`src/rtl/vc_router_pkg.sv`:
```
// Shared types and default sizing for the virtual-channel router.
// Sizing constants only; no logic lives here.
package vc_router_pkg;
  localparam int NUM_VCS    = 4;
  localparam int DEPTH      = 4;
  localparam int CREDITS    = 4;
  localparam int FLIT_WIDTH = 32;
  localparam int VC_W       = (NUM_VCS > 1) ? $clog2(NUM_VCS) : 1;

  typedef logic [FLIT_WIDTH-1:0] flit_t;
  typedef logic [VC_W-1:0]       vc_id_t;
endpackage

```
`src/rtl/vc_input_requester_if.sv`:
```
// Link, request/grant and credit signals of one router input port.
// master = the requester itself, slave = its environment (upstream, arbiter, downstream).
interface vc_input_requester_if #(
  parameter int NUM_VCS    = vc_router_pkg::NUM_VCS,
  parameter int FLIT_WIDTH = vc_router_pkg::FLIT_WIDTH
);
  localparam int VW = (NUM_VCS > 1) ? $clog2(NUM_VCS) : 1;

  logic                  in_valid;
  logic [VW-1:0]         in_vc;
  logic [FLIT_WIDTH-1:0] in_flit;
  logic [NUM_VCS-1:0]    requests;
  logic [NUM_VCS-1:0]    grants;
  logic                  out_valid;
  logic [VW-1:0]         out_vc;
  logic [FLIT_WIDTH-1:0] out_flit;
  logic                  credit_in_valid;
  logic [VW-1:0]         credit_in_vc;
  logic                  credit_out_valid;
  logic [VW-1:0]         credit_out_vc;
  logic                  err;

  modport master (
    input  in_valid, in_vc, in_flit, grants, credit_in_valid, credit_in_vc,
    output requests, out_valid, out_vc, out_flit, credit_out_valid, credit_out_vc, err
  );

  modport slave (
    output in_valid, in_vc, in_flit, grants, credit_in_valid, credit_in_vc,
    input  requests, out_valid, out_vc, out_flit, credit_out_valid, credit_out_vc, err
  );
endinterface

```
`src/rtl/vc_fifo.sv`:
```
// Single-VC circular flit buffer; written flit visible at head next cycle.
// No internal backpressure: caller must not push when full nor pop when empty.
module vc_fifo #(
  parameter int DEPTH      = vc_router_pkg::DEPTH,
  parameter int FLIT_WIDTH = vc_router_pkg::FLIT_WIDTH
) (
  input  logic                  clk,
  input  logic                  reset,
  input  logic                  push_i,
  input  logic                  pop_i,
  input  logic [FLIT_WIDTH-1:0] dat_i,
  output logic [FLIT_WIDTH-1:0] head_o,
  output logic                  empty_o,
  output logic                  full_o
);
  localparam int PW = $clog2(DEPTH);
  localparam int OW = $clog2(DEPTH + 1);

  logic [FLIT_WIDTH-1:0] mem_q [DEPTH];
  logic [PW-1:0]         wr_q, wr_d, rd_q, rd_d;
  logic [OW-1:0]         cnt_q, cnt_d;

  // Explicit wrap so non-power-of-two depths work.
  function automatic logic [PW-1:0] next_ptr(input logic [PW-1:0] p);
    return (p == PW'(DEPTH - 1)) ? '0 : p + PW'(1);
  endfunction

  always_comb begin
    wr_d  = push_i ? next_ptr(wr_q) : wr_q;
    rd_d  = pop_i  ? next_ptr(rd_q) : rd_q;
    cnt_d = cnt_q;
    if (push_i && !pop_i)      cnt_d = cnt_q + OW'(1);
    else if (!push_i && pop_i) cnt_d = cnt_q - OW'(1);
  end

  always_ff @(posedge clk or negedge reset) begin
    if (!reset) begin
      wr_q  <= '0;
      rd_q  <= '0;
      cnt_q <= '0;
    end else begin
      wr_q  <= wr_d;
      rd_q  <= rd_d;
      cnt_q <= cnt_d;
    end
  end

  always_ff @(posedge clk) begin
    if (push_i) mem_q[wr_q] <= dat_i;
  end

  assign head_o  = mem_q[rd_q];
  assign empty_o = (cnt_q == '0);
  assign full_o  = (cnt_q == OW'(DEPTH));
endmodule

```
`src/rtl/vc_input_requester.sv`:
```
// Per-input-port VC buffers + request generator; granted head leaves combinationally, pops at the edge.
// Requests need a buffered flit and a downstream credit; upstream is credit-limited, overflow is dropped and flagged.
module vc_input_requester #(
  parameter int NUM_VCS    = vc_router_pkg::NUM_VCS,
  parameter int DEPTH      = vc_router_pkg::DEPTH,
  parameter int FLIT_WIDTH = vc_router_pkg::FLIT_WIDTH,
  parameter int CREDITS    = vc_router_pkg::CREDITS
) (
  input  logic                 clk,
  input  logic                 reset,
  vc_input_requester_if.master bus
);
  localparam int VW = (NUM_VCS > 1) ? $clog2(NUM_VCS) : 1;
  localparam int CW = $clog2(CREDITS + 1);

  logic [NUM_VCS-1:0]    push, pop, empty, full, req;
  logic [FLIT_WIDTH-1:0] head [NUM_VCS];
  logic [CW-1:0]         cred_q [NUM_VCS];
  logic [CW-1:0]         cred_d [NUM_VCS];
  logic                  err_q, err_d;
  logic                  cr_vld_q, cr_vld_d;
  logic [VW-1:0]         cr_vc_q, cr_vc_d;
  logic                  gnt_onehot, accept, reject;
  logic [VW-1:0]         gnt_idx;
  logic                  full_err, sat_err;

  genvar g;
  generate
    for (g = 0; g < NUM_VCS; g++) begin : g_vc
      vc_fifo #(.DEPTH(DEPTH), .FLIT_WIDTH(FLIT_WIDTH)) u_fifo (
        .clk     (clk),
        .reset   (reset),
        .push_i  (push[g]),
        .pop_i   (pop[g]),
        .dat_i   (bus.in_flit),
        .head_o  (head[g]),
        .empty_o (empty[g]),
        .full_o  (full[g])
      );
    end
  endgenerate

  // Registered state only, so grants can never loop back into requests.
  always_comb begin
    req = '0;
    for (int v = 0; v < NUM_VCS; v++) req[v] = !empty[v] && (cred_q[v] != '0);
  end

  always_comb begin
    gnt_onehot = (bus.grants != '0) && ((bus.grants & (bus.grants - NUM_VCS'(1))) == '0);
    accept     = gnt_onehot && ((bus.grants & ~req) == '0);
    reject     = (bus.grants != '0) && !accept;
    gnt_idx    = '0;
    for (int v = 0; v < NUM_VCS; v++) begin
      if (bus.grants[v]) gnt_idx = VW'(v);
    end
    pop = accept ? bus.grants : '0;
  end

  always_comb begin
    push     = '0;
    full_err = 1'b0;
    for (int v = 0; v < NUM_VCS; v++) begin
      if (bus.in_valid && (bus.in_vc == VW'(v))) begin
        push[v]  = !full[v];
        full_err = full_err | full[v];
      end
    end
  end

  // Credit-in and consume on the same VC cancel out, which also avoids a false saturation.
  always_comb begin
    sat_err = 1'b0;
    for (int v = 0; v < NUM_VCS; v++) begin
      cred_d[v] = cred_q[v];
      if (bus.credit_in_valid && (bus.credit_in_vc == VW'(v)) && !pop[v]) begin
        if (cred_q[v] == CW'(CREDITS)) sat_err = 1'b1;
        else                           cred_d[v] = cred_q[v] + CW'(1);
      end else if (pop[v] && !(bus.credit_in_valid && (bus.credit_in_vc == VW'(v)))) begin
        cred_d[v] = cred_q[v] - CW'(1);
      end
    end
    err_d    = err_q | full_err | reject | sat_err;
    cr_vld_d = accept;
    cr_vc_d  = accept ? gnt_idx : '0;
  end

  always_ff @(posedge clk or negedge reset) begin
    if (!reset) begin
      for (int v = 0; v < NUM_VCS; v++) cred_q[v] <= CW'(CREDITS);
      err_q    <= 1'b0;
      cr_vld_q <= 1'b0;
      cr_vc_q  <= '0;
    end else begin
      for (int v = 0; v < NUM_VCS; v++) cred_q[v] <= cred_d[v];
      err_q    <= err_d;
      cr_vld_q <= cr_vld_d;
      cr_vc_q  <= cr_vc_d;
    end
  end

  assign bus.requests         = req;
  assign bus.out_valid        = accept;
  assign bus.out_vc           = accept ? gnt_idx : '0;
  assign bus.out_flit         = accept ? head[gnt_idx] : '0;
  assign bus.credit_out_valid = cr_vld_q;
  assign bus.credit_out_vc    = cr_vc_q;
  assign bus.err              = err_q;
endmodule

```
`src/flat_wrapper.sv`:
```
// flat-port wrapper written by rule: the top's interface ports become plain ports
module vc_input_requester_flat 
#(
  parameter int NUM_VCS    = vc_router_pkg::NUM_VCS,
  parameter int DEPTH      = vc_router_pkg::DEPTH,
  parameter int FLIT_WIDTH = vc_router_pkg::FLIT_WIDTH,
  parameter int CREDITS    = vc_router_pkg::CREDITS
)
  (clk, reset, bus_in_valid, bus_in_vc, bus_in_flit, bus_grants, bus_credit_in_valid, bus_credit_in_vc, bus_requests, bus_out_valid, bus_out_vc, bus_out_flit, bus_credit_out_valid, bus_credit_out_vc, bus_err);
  vc_input_requester_if #(.NUM_VCS(NUM_VCS), .FLIT_WIDTH(FLIT_WIDTH)) bus_i ();
  input  logic clk;
  input  logic reset;
  input wire logic [$bits(bus_i.in_valid)-1:0] bus_in_valid;
  input wire logic [$bits(bus_i.in_vc)-1:0] bus_in_vc;
  input wire logic [$bits(bus_i.in_flit)-1:0] bus_in_flit;
  input wire logic [$bits(bus_i.grants)-1:0] bus_grants;
  input wire logic [$bits(bus_i.credit_in_valid)-1:0] bus_credit_in_valid;
  input wire logic [$bits(bus_i.credit_in_vc)-1:0] bus_credit_in_vc;
  output wire logic [$bits(bus_i.requests)-1:0] bus_requests;
  output wire logic [$bits(bus_i.out_valid)-1:0] bus_out_valid;
  output wire logic [$bits(bus_i.out_vc)-1:0] bus_out_vc;
  output wire logic [$bits(bus_i.out_flit)-1:0] bus_out_flit;
  output wire logic [$bits(bus_i.credit_out_valid)-1:0] bus_credit_out_valid;
  output wire logic [$bits(bus_i.credit_out_vc)-1:0] bus_credit_out_vc;
  output wire logic [$bits(bus_i.err)-1:0] bus_err;
  assign bus_i.in_valid = bus_in_valid;
  assign bus_i.in_vc = bus_in_vc;
  assign bus_i.in_flit = bus_in_flit;
  assign bus_i.grants = bus_grants;
  assign bus_i.credit_in_valid = bus_credit_in_valid;
  assign bus_i.credit_in_vc = bus_credit_in_vc;
  assign bus_requests = bus_i.requests;
  assign bus_out_valid = bus_i.out_valid;
  assign bus_out_vc = bus_i.out_vc;
  assign bus_out_flit = bus_i.out_flit;
  assign bus_credit_out_valid = bus_i.credit_out_valid;
  assign bus_credit_out_vc = bus_i.credit_out_vc;
  assign bus_err = bus_i.err;
  vc_input_requester #(.NUM_VCS(NUM_VCS), .DEPTH(DEPTH), .FLIT_WIDTH(FLIT_WIDTH), .CREDITS(CREDITS)) u_core (.clk(clk), .reset(reset), .bus(bus_i));
endmodule
```
`config.mk`:
```
export PLATFORM = sky130hd
export DESIGN_NAME = vc_input_requester_flat
export DESIGN_NICKNAME = d
export VERILOG_FILES = /design/src/rtl/vc_router_pkg.sv /design/src/rtl/vc_input_requester_if.sv /design/src/rtl/vc_fifo.sv /design/src/rtl/vc_input_requester.sv /design/src/flat_wrapper.sv
export SDC_FILE = /design/constraint.sdc
export NUM_CORES = 1
export LEC_CHECK = 0
export ABC_AREA = 1
export CORE_UTILIZATION = 40
export DETAILED_ROUTE_END_ITERATION = 12
export PLACE_DENSITY = 0.54
export SYNTH_ARGS = -nofsm -noshare
export SYNTH_HDL_FRONTEND = slang
export SYNTH_HIERARCHICAL = 1
export SYNTH_SLANG_ARGS = --single-unit
```
`constraint.sdc`:
```
create_clock -name clk -period 3.2 [get_ports clk]
set_input_delay 0.48 -clock clk [delete_from_list [all_inputs] [get_ports clk]]
set_output_delay 0.48 -clock clk [all_outputs]
set_load 0.05 [all_outputs]
```
==> insert_results.sql <==
INSERT INTO impl_metrics (metric_group, metric, value, unit) VALUES
('timing', 'period_share', '0.974', ''),
('cells_and_area', 'insertedDiodeCount', '0', ''),
('placed_design', 'placedInstanceArea', '0.0268', 'mm²'),
('timing', 'fin_worst_hold_slack', '0.0717', 'ns'),
('power', 'power.density', '834', 'mW/mm²'),
('floorplanning', 'die_area', '0.0622', 'mm²'),
('power', 'report.power.total', '0.0241', 'W'),
('drt', 'route.antenna.remaining_nets', '0', ''),
('worst_setup_path', 'number_of_buffers_and_inverters_on_the_critical_path', '5', ''),
('floorplanning', 'floorplan.initialDensity', '0.405', ''),
('cells_and_area', 'layout-drive-gt1-share', '0.127', ''),
('worst_setup_path', 'endpoint_kind', 'output port', ''),
('timing', 'final_max_slew_viol_count', '0', ''),
('min_path', 'hp-class', 'in2async', ''),
('power', 'max_rail_drop_vdd', '0.461', 'mV'),
('placed_design', 'routabilityCongestion', '0.867', ''),
('grt', 'grt_antenna_before_repair', '3', ''),
('worst_setup_path', 'critical_path_arrival', '2.64', 'ns'),
('run', 'timing.max_cap.violations', '0', ''),
('floorplanning', 'floorplan.die.height', '249', 'µm'),
('placed_design', 'dpl.cell_count', '2918', ''),
('drt', 'via_count', '15800', ''),
('timing', 'final.min_clock_period', '3.12', 'ns'),
('synth', 'synthCells', '2071', ''),
('drt', 'post_detailed_route_drc_marker_count', '0', ''),
('drt', 'routed_via_density', '5.22', ''),
('drt', 'post_drt_wl_per_cell', '22.1', 'µm'),
('worst_setup_path', 'timing.critical_path.slowest_stage_cell', 'sky130_fd_sc_hd__dfrtp_1', ''),
('timing', 'max_freq', '321', 'MHz'),
('timing', 'worstMarginPinSlew', '1.10', 'ns'),
('cells_and_area', 'multiInputGateArea', '0.00605', 'mm²'),
('clock_tree', 'cts.clk_slew.worst_paths', '0.06', 'ns'),
('drt', 'first_pass_iters', '7', ''),
('grt', 'maximum_number_of_pins_on_one_net_before_global_route_repair', '52', ''),
('synth', 'synthFlopType', 'sky130_fd_sc_hd__edfxtp_1', ''),
('drt', 'drt_iter0_drc', '1264', ''),
('floorplanning', 'design.core.area', '0.0605', 'mm²'),
('timing', 'final_hold_violations', '0', ''),
('synth', 'synth_sequential_area_ratio', '0.673', ''),
('timing', 'clock-skew-final', '0.0215', 'ns'),
('synth', 'yosysWarnings', '6', ''),
('clock_tree', 'clock_sinks', '556', ''),
('synth', 'syn_area_per_cell', '11.8', 'µm²'),
('synth', 'syn_area', '0.0245', 'mm²'),
('synth', 'syn_nets', '2147', ''),
('status', 'status', 'complete, no violations', ''),
('floorplanning', 'num_io_pins', '87', ''),
('worst_setup_path', 'worst-r2r-cell-count', '18', ''),
('worst_setup_path', 'cp.required', '2.72', 'ns'),
('clock_tree', 'cts_inserted_buffers', '59', ''),
('clock_tree', 'cts_tree', 'done', ''),
('clock_tree', 'htreeDepth', '2', ''),
('placed_design', 'post_place_setup_slack', '-0.150', 'ns'),
('placed_design', 'dp.final_hpwl', '41700', 'µm'),
('worst_setup_path', 'r2r_setup_slack', '0.50', 'ns'),
('floorplanning', 'placementRows', '90', ''),
('floorplanning', 'die-width', '249', 'µm'),
('worst_setup_path', 'crit_family', 'buffers and inverters', ''),
('worst_setup_path', 'setup.worst_path.class', 'reg2out', ''),
('synth', 'async_reset_ff_frac', '0.0791', ''),
('worst_setup_path', 'critPathLaunchType', 'register', ''),
('timing', 'setup_slack', '0.0840', 'ns'),
('synth', 'synth_edf_count', '512', ''),
('worst_setup_path', 'cp_max_fo', '10', ''),
('worst_setup_path', 'cell_chain_critical_path', 'nor3_1, inv_1, nand2_1, nand2_1, nand2_1, nor2_4, nand2_2, buf_6, buf_6, o32ai_2, buf_4, buf_12', ''),
('cells_and_area', 'final-instance-count-excl-fill', '3033', ''),
('clock_tree', 'clock_insertion_delay_worst_skew', '0.61', 'ns'),
('cells_and_area', 'post-route-cell-area', '0.0290', 'mm²'),
('power', 'cellLeakagePower', '11.2', 'nW'),
('cells_and_area', 'filler_cell_count', '5349', ''),
('grt', 'grt-ovfl-total', '0', '');
## stage by stage
| step | utilization | setup TNS [ns] |
|---|---|---|
| 2_1_floorplan | - | 0 |
| 3_3_place_gp | 0.443 | -0.285 |
| 3_5_place_dp | 0.443 | -0.228 |
| 4_1_cts | 0.475 | -0.0127 |
| 5_1_grt | 0.479 | -0.141 |
| 6_report | 0.479 | 0 |
## worst max-delay path by stage
stage / start / cells past startpoint / end / slack, ns
finish: u_core/g_vc[0].u_fifo/cnt_q[0] / 12 / bus_out_flit[31] / 0.08
global route: u_core/cred_q[2] / 12 / bus_out_flit[31] / -0.05
CTS: u_core/g_vc[2].u_fifo/rd_q[1] / 8 / bus_out_flit[10] / -0.01
detailed placement: bus_grants[2] / 10 / bus_out_flit[3] / -0.15
global placement: bus_grants[2] / 10 / bus_out_flit[3] / -0.18
floorplan: bus_grants[1] / 10 / bus_out_flit[10] / 0.24
## report_power, final
group          leakage, nW  total (W)  internal, W  switching, W
clock                0.874    0.00647      0.00369       0.00278
combinational         5.22    0.00872      0.00283       0.00589
sequential            5.15    0.00895      0.00859      0.000365
## metal layers
metal,wire length [µm],global-route usage,part of all wire,vias to the layer above
li1,-,-,-,7429
met1,29200,0.288,0.43,7846
met5,25,0,0.00037,-
met4,1460,0.0596,0.022,4
met3,5430,0.0531,0.081,90
met2,31000,0.347,0.46,474
## Yosys cell counts (8+ instances only)
master                     number  area share
sky130_fd_sc_hd__inv_1        340       0.052
sky130_fd_sc_hd__o22ai_1       19      0.0049
sky130_fd_sc_hd__ha_1          24       0.012
sky130_fd_sc_hd__nand3_1       25      0.0051
sky130_fd_sc_hd__o211ai_1     256       0.078
sky130_fd_sc_hd__a21oi_1       17      0.0035
sky130_fd_sc_hd__nand2_1      494       0.076
sky130_fd_sc_hd__clkbuf_1      15      0.0023
sky130_fd_sc_hd__inv_2         10      0.0015
sky130_fd_sc_hd__edfxtp_1     512        0.63
sky130_fd_sc_hd__nor3_1        14      0.0029
sky130_fd_sc_hd__buf_2         21      0.0043
sky130_fd_sc_hd__nor2_1        85       0.013
sky130_fd_sc_hd__o32ai_2       16       0.011
sky130_fd_sc_hd__dfrtp_1       40       0.041
sky130_fd_sc_hd__buf_6         60       0.028
sky130_fd_sc_hd__o21ai_0       63       0.013
sky130_fd_sc_hd__fa_1           8      0.0065
## layout make-up
class | instances | area share
timing repair inverter | 2 | 0.000605
inverter | 350 | 0.0474
clock buffer | 76 | 0.0532
multi-input combinational | 1059 | 0.209
clock inverter | 32 | 0.00881
timing repair buffer | 176 | 0.0782
sequential | 556 | 0.569
tap | 782 | 0.0338
## layout by cell type, fill, tap and decap left out, drive strengths merged, types with 40 or more instances in the layout
master,synthesis,routed
nor2,88,88
edfxtp,512,512
inv,350,349
nand2,497,497
o21ai,68,68
clkdlybuf4s50,0,49
buf,87,127
clkbuf,19,76
dfrtp,40,40
o211ai,256,256
## cells by family (layout without fill, tap and decap cells)
group	Yosys count	in the layout	share of synthesized area
buffers and inverters	456	636	0.0901
flip-flops	556	556	0.673
XOR/XNOR	8	8	0.00286
adder cells (fa/ha/maj)	32	32	0.0188
AO/OA/AOI/OAI	382	382	0.113
AND/OR/NAND/NOR	637	637	0.102
## flip-flops by register name, indices dropped and copies added, names as in the netlist
signal and flops:
u_core/g_vc.u_fifo/mem_q 512, u_core/bus.err 1, u_core/g_vc.u_fifo/wr_q 8, u_core/bus.credit_out_vc 2, u_core/g_vc.u_fifo/rd_q 8, u_core/g_vc.u_fifo/cnt_q 12
u_core/cred_q 12, u_core/bus.credit_out_valid 1
## what timing repair did
item                                    in CTS  in global routing
cloned                                       2                  0
endpoints found under the hold margin        0                  0
pin swaps                                    1                  2
gates resized for setup                     33                 39
setup buffers                                3                  2
endpoints found under the setup margin      30                 29
(Power assumes the default switching activity.)
==> edit: new RTL, same flow settings <==
Change the package constant `DEPTH` from 4 to 2.
--- a/src/rtl/vc_router_pkg.sv
+++ b/src/rtl/vc_router_pkg.sv
@@ -4,3 +4,3 @@
   localparam int NUM_VCS    = 4;
-  localparam int DEPTH      = 4;
+  localparam int DEPTH      = 2;
   localparam int CREDITS    = 4;
Behaviour: not the same (Yosys sat finds a counterexample within 4 cycles, from zero or initial values and one cycle with reset low).
==> edit against the unedited design <==
- sequential share of layout area fell by 3.0 points
- first-iteration DRC count fell by 73%
- count of clock-buffer cells in the layout fell by 35
- critical endpoint is now bus_out_flit[8]
- cell area fell by 46%
- sequential cell count fell by 268
- synthesized area fell by 47%
- sequential power fell by 45%
- setup slack improved by 0.084 ns
- core utilization rose by 1.8 points
- power fell by 51%
- routed wire length fell by 58%
- highest routed layer is now met4
- clock skew fell by 0.0038 ns
==> edit: results (changes against the unedited design) <==
[outcome]
run_status=completed  ; unchanged

[critical_path]
cpMaxStageDelayCell=dfstp_2  ; was dfrtp_1
critical_path.top_delay_family=simple AND/OR/NAND/NOR gates  ; was buffers and inverters
endpoint=bus_out_flit[8]  ; was bus_out_flit[31]
ff2ff_setup_slack_ns=0.97  ; was 0.50 ns
crit_arrival_ns=2.55  ; was 2.64 ns
reg2reg_depth=14  ; was 18
critPathMaxFanout=20  ; was 10
cpPeakStageDelay_ns=0.52  ; was 0.44 ns

[grt]
grt_usage_pct=17.3  ; was 21.5%
use_met3_pct=2.35  ; was 5.31%
met1_usage_pct=23.7  ; was 28.8%
met2_usage_pct=29.2  ; was 34.7%
grt_pass1_vias=7127  ; was 14838
grt_max_degree=34  ; was 52

[drt]
wl_met3_um=1110  ; was 5430 um
num_vias=7188  ; was 15843
drtIter0Drc=347  ; was 1264
wl_met2_um=13600  ; was 31000 um
routed_wl_um=28400  ; was 67100 um

[placement]
place_area_um2=14800  ; was 26800 um2

[layout]
clockBufferCount=41  ; was 76
buffer_area_share_pct=10.7  ; was 7.82%
nFillCells=2735  ; was 5349
num_antenna_cells=1  ; was 0
finalCoreUtilization_pct=49.7  ; was 47.9%
reg.largest.list=u_core/g_vc.u_fifo/mem_q (256), u_core/cred_q (12), u_core/g_vc.u_fifo/cnt_q (8)  ; was u_core/g_vc.u_fifo/mem_q (512), u_core/cred_q (12), u_core/g_vc.u_fifo/cnt_q (12)

[timing]
finalCriticalPeriod_ns=3.03  ; was 3.12 ns
finClkSkew_ns=0.0177  ; was 0.0215 ns
slew_headroom_pct=58.4  ; was 26.5%

[clocking]
clock_latency_ns=0.56  ; was 0.61 ns
numCtsBuffers=31  ; was 59
cts_setup_buffers=0  ; was 3
cts_resized=0  ; was 33

[logic_synthesis]
synth.net_count=920  ; was 2147
synth-edff-count=256  ; was 512

[floorplan]
taps=402  ; was 782

[pwr]
vdd_drop_max_mv=0.386  ; was 0.461 mV
p_clk_share_pct=27.8  ; was 26.8%

==> edit: changes by cell type after synthesis, moves of 16 or more <==
cell | before | now
buf_6 | 60 | 4
ha_1 | 24 | 4
buf_2 | 21 | 5
mux2_4 | 0 | 116
o21ai_0 | 63 | 47
nand2_1 | 494 | 71
inv_1 | 340 | 64
o211ai_1 | 256 | 0
edfxtp_1 | 512 | 256
==> edit: cells by family (layout without fill, tap and decap cells) <==
| logic type | after synthesis | in the layout | synth area share [%] |
|---|---|---|---|
| and+or+nand+nor | 211 | 211 | 6.94 |
| adders and majority gates | 8 | 8 | 1.01 |
| other | 0 | 1 | 0 |
| muxes | 128 | 128 | 14.5 |
| AOI/OAI and AO/OA | 109 | 109 | 5.93 |
| DFF | 288 | 288 | 65.6 |
| buffers and inverters | 108 | 248 | 4.92 |
| xor gates and xnor gates | 16 | 16 | 1.08 |
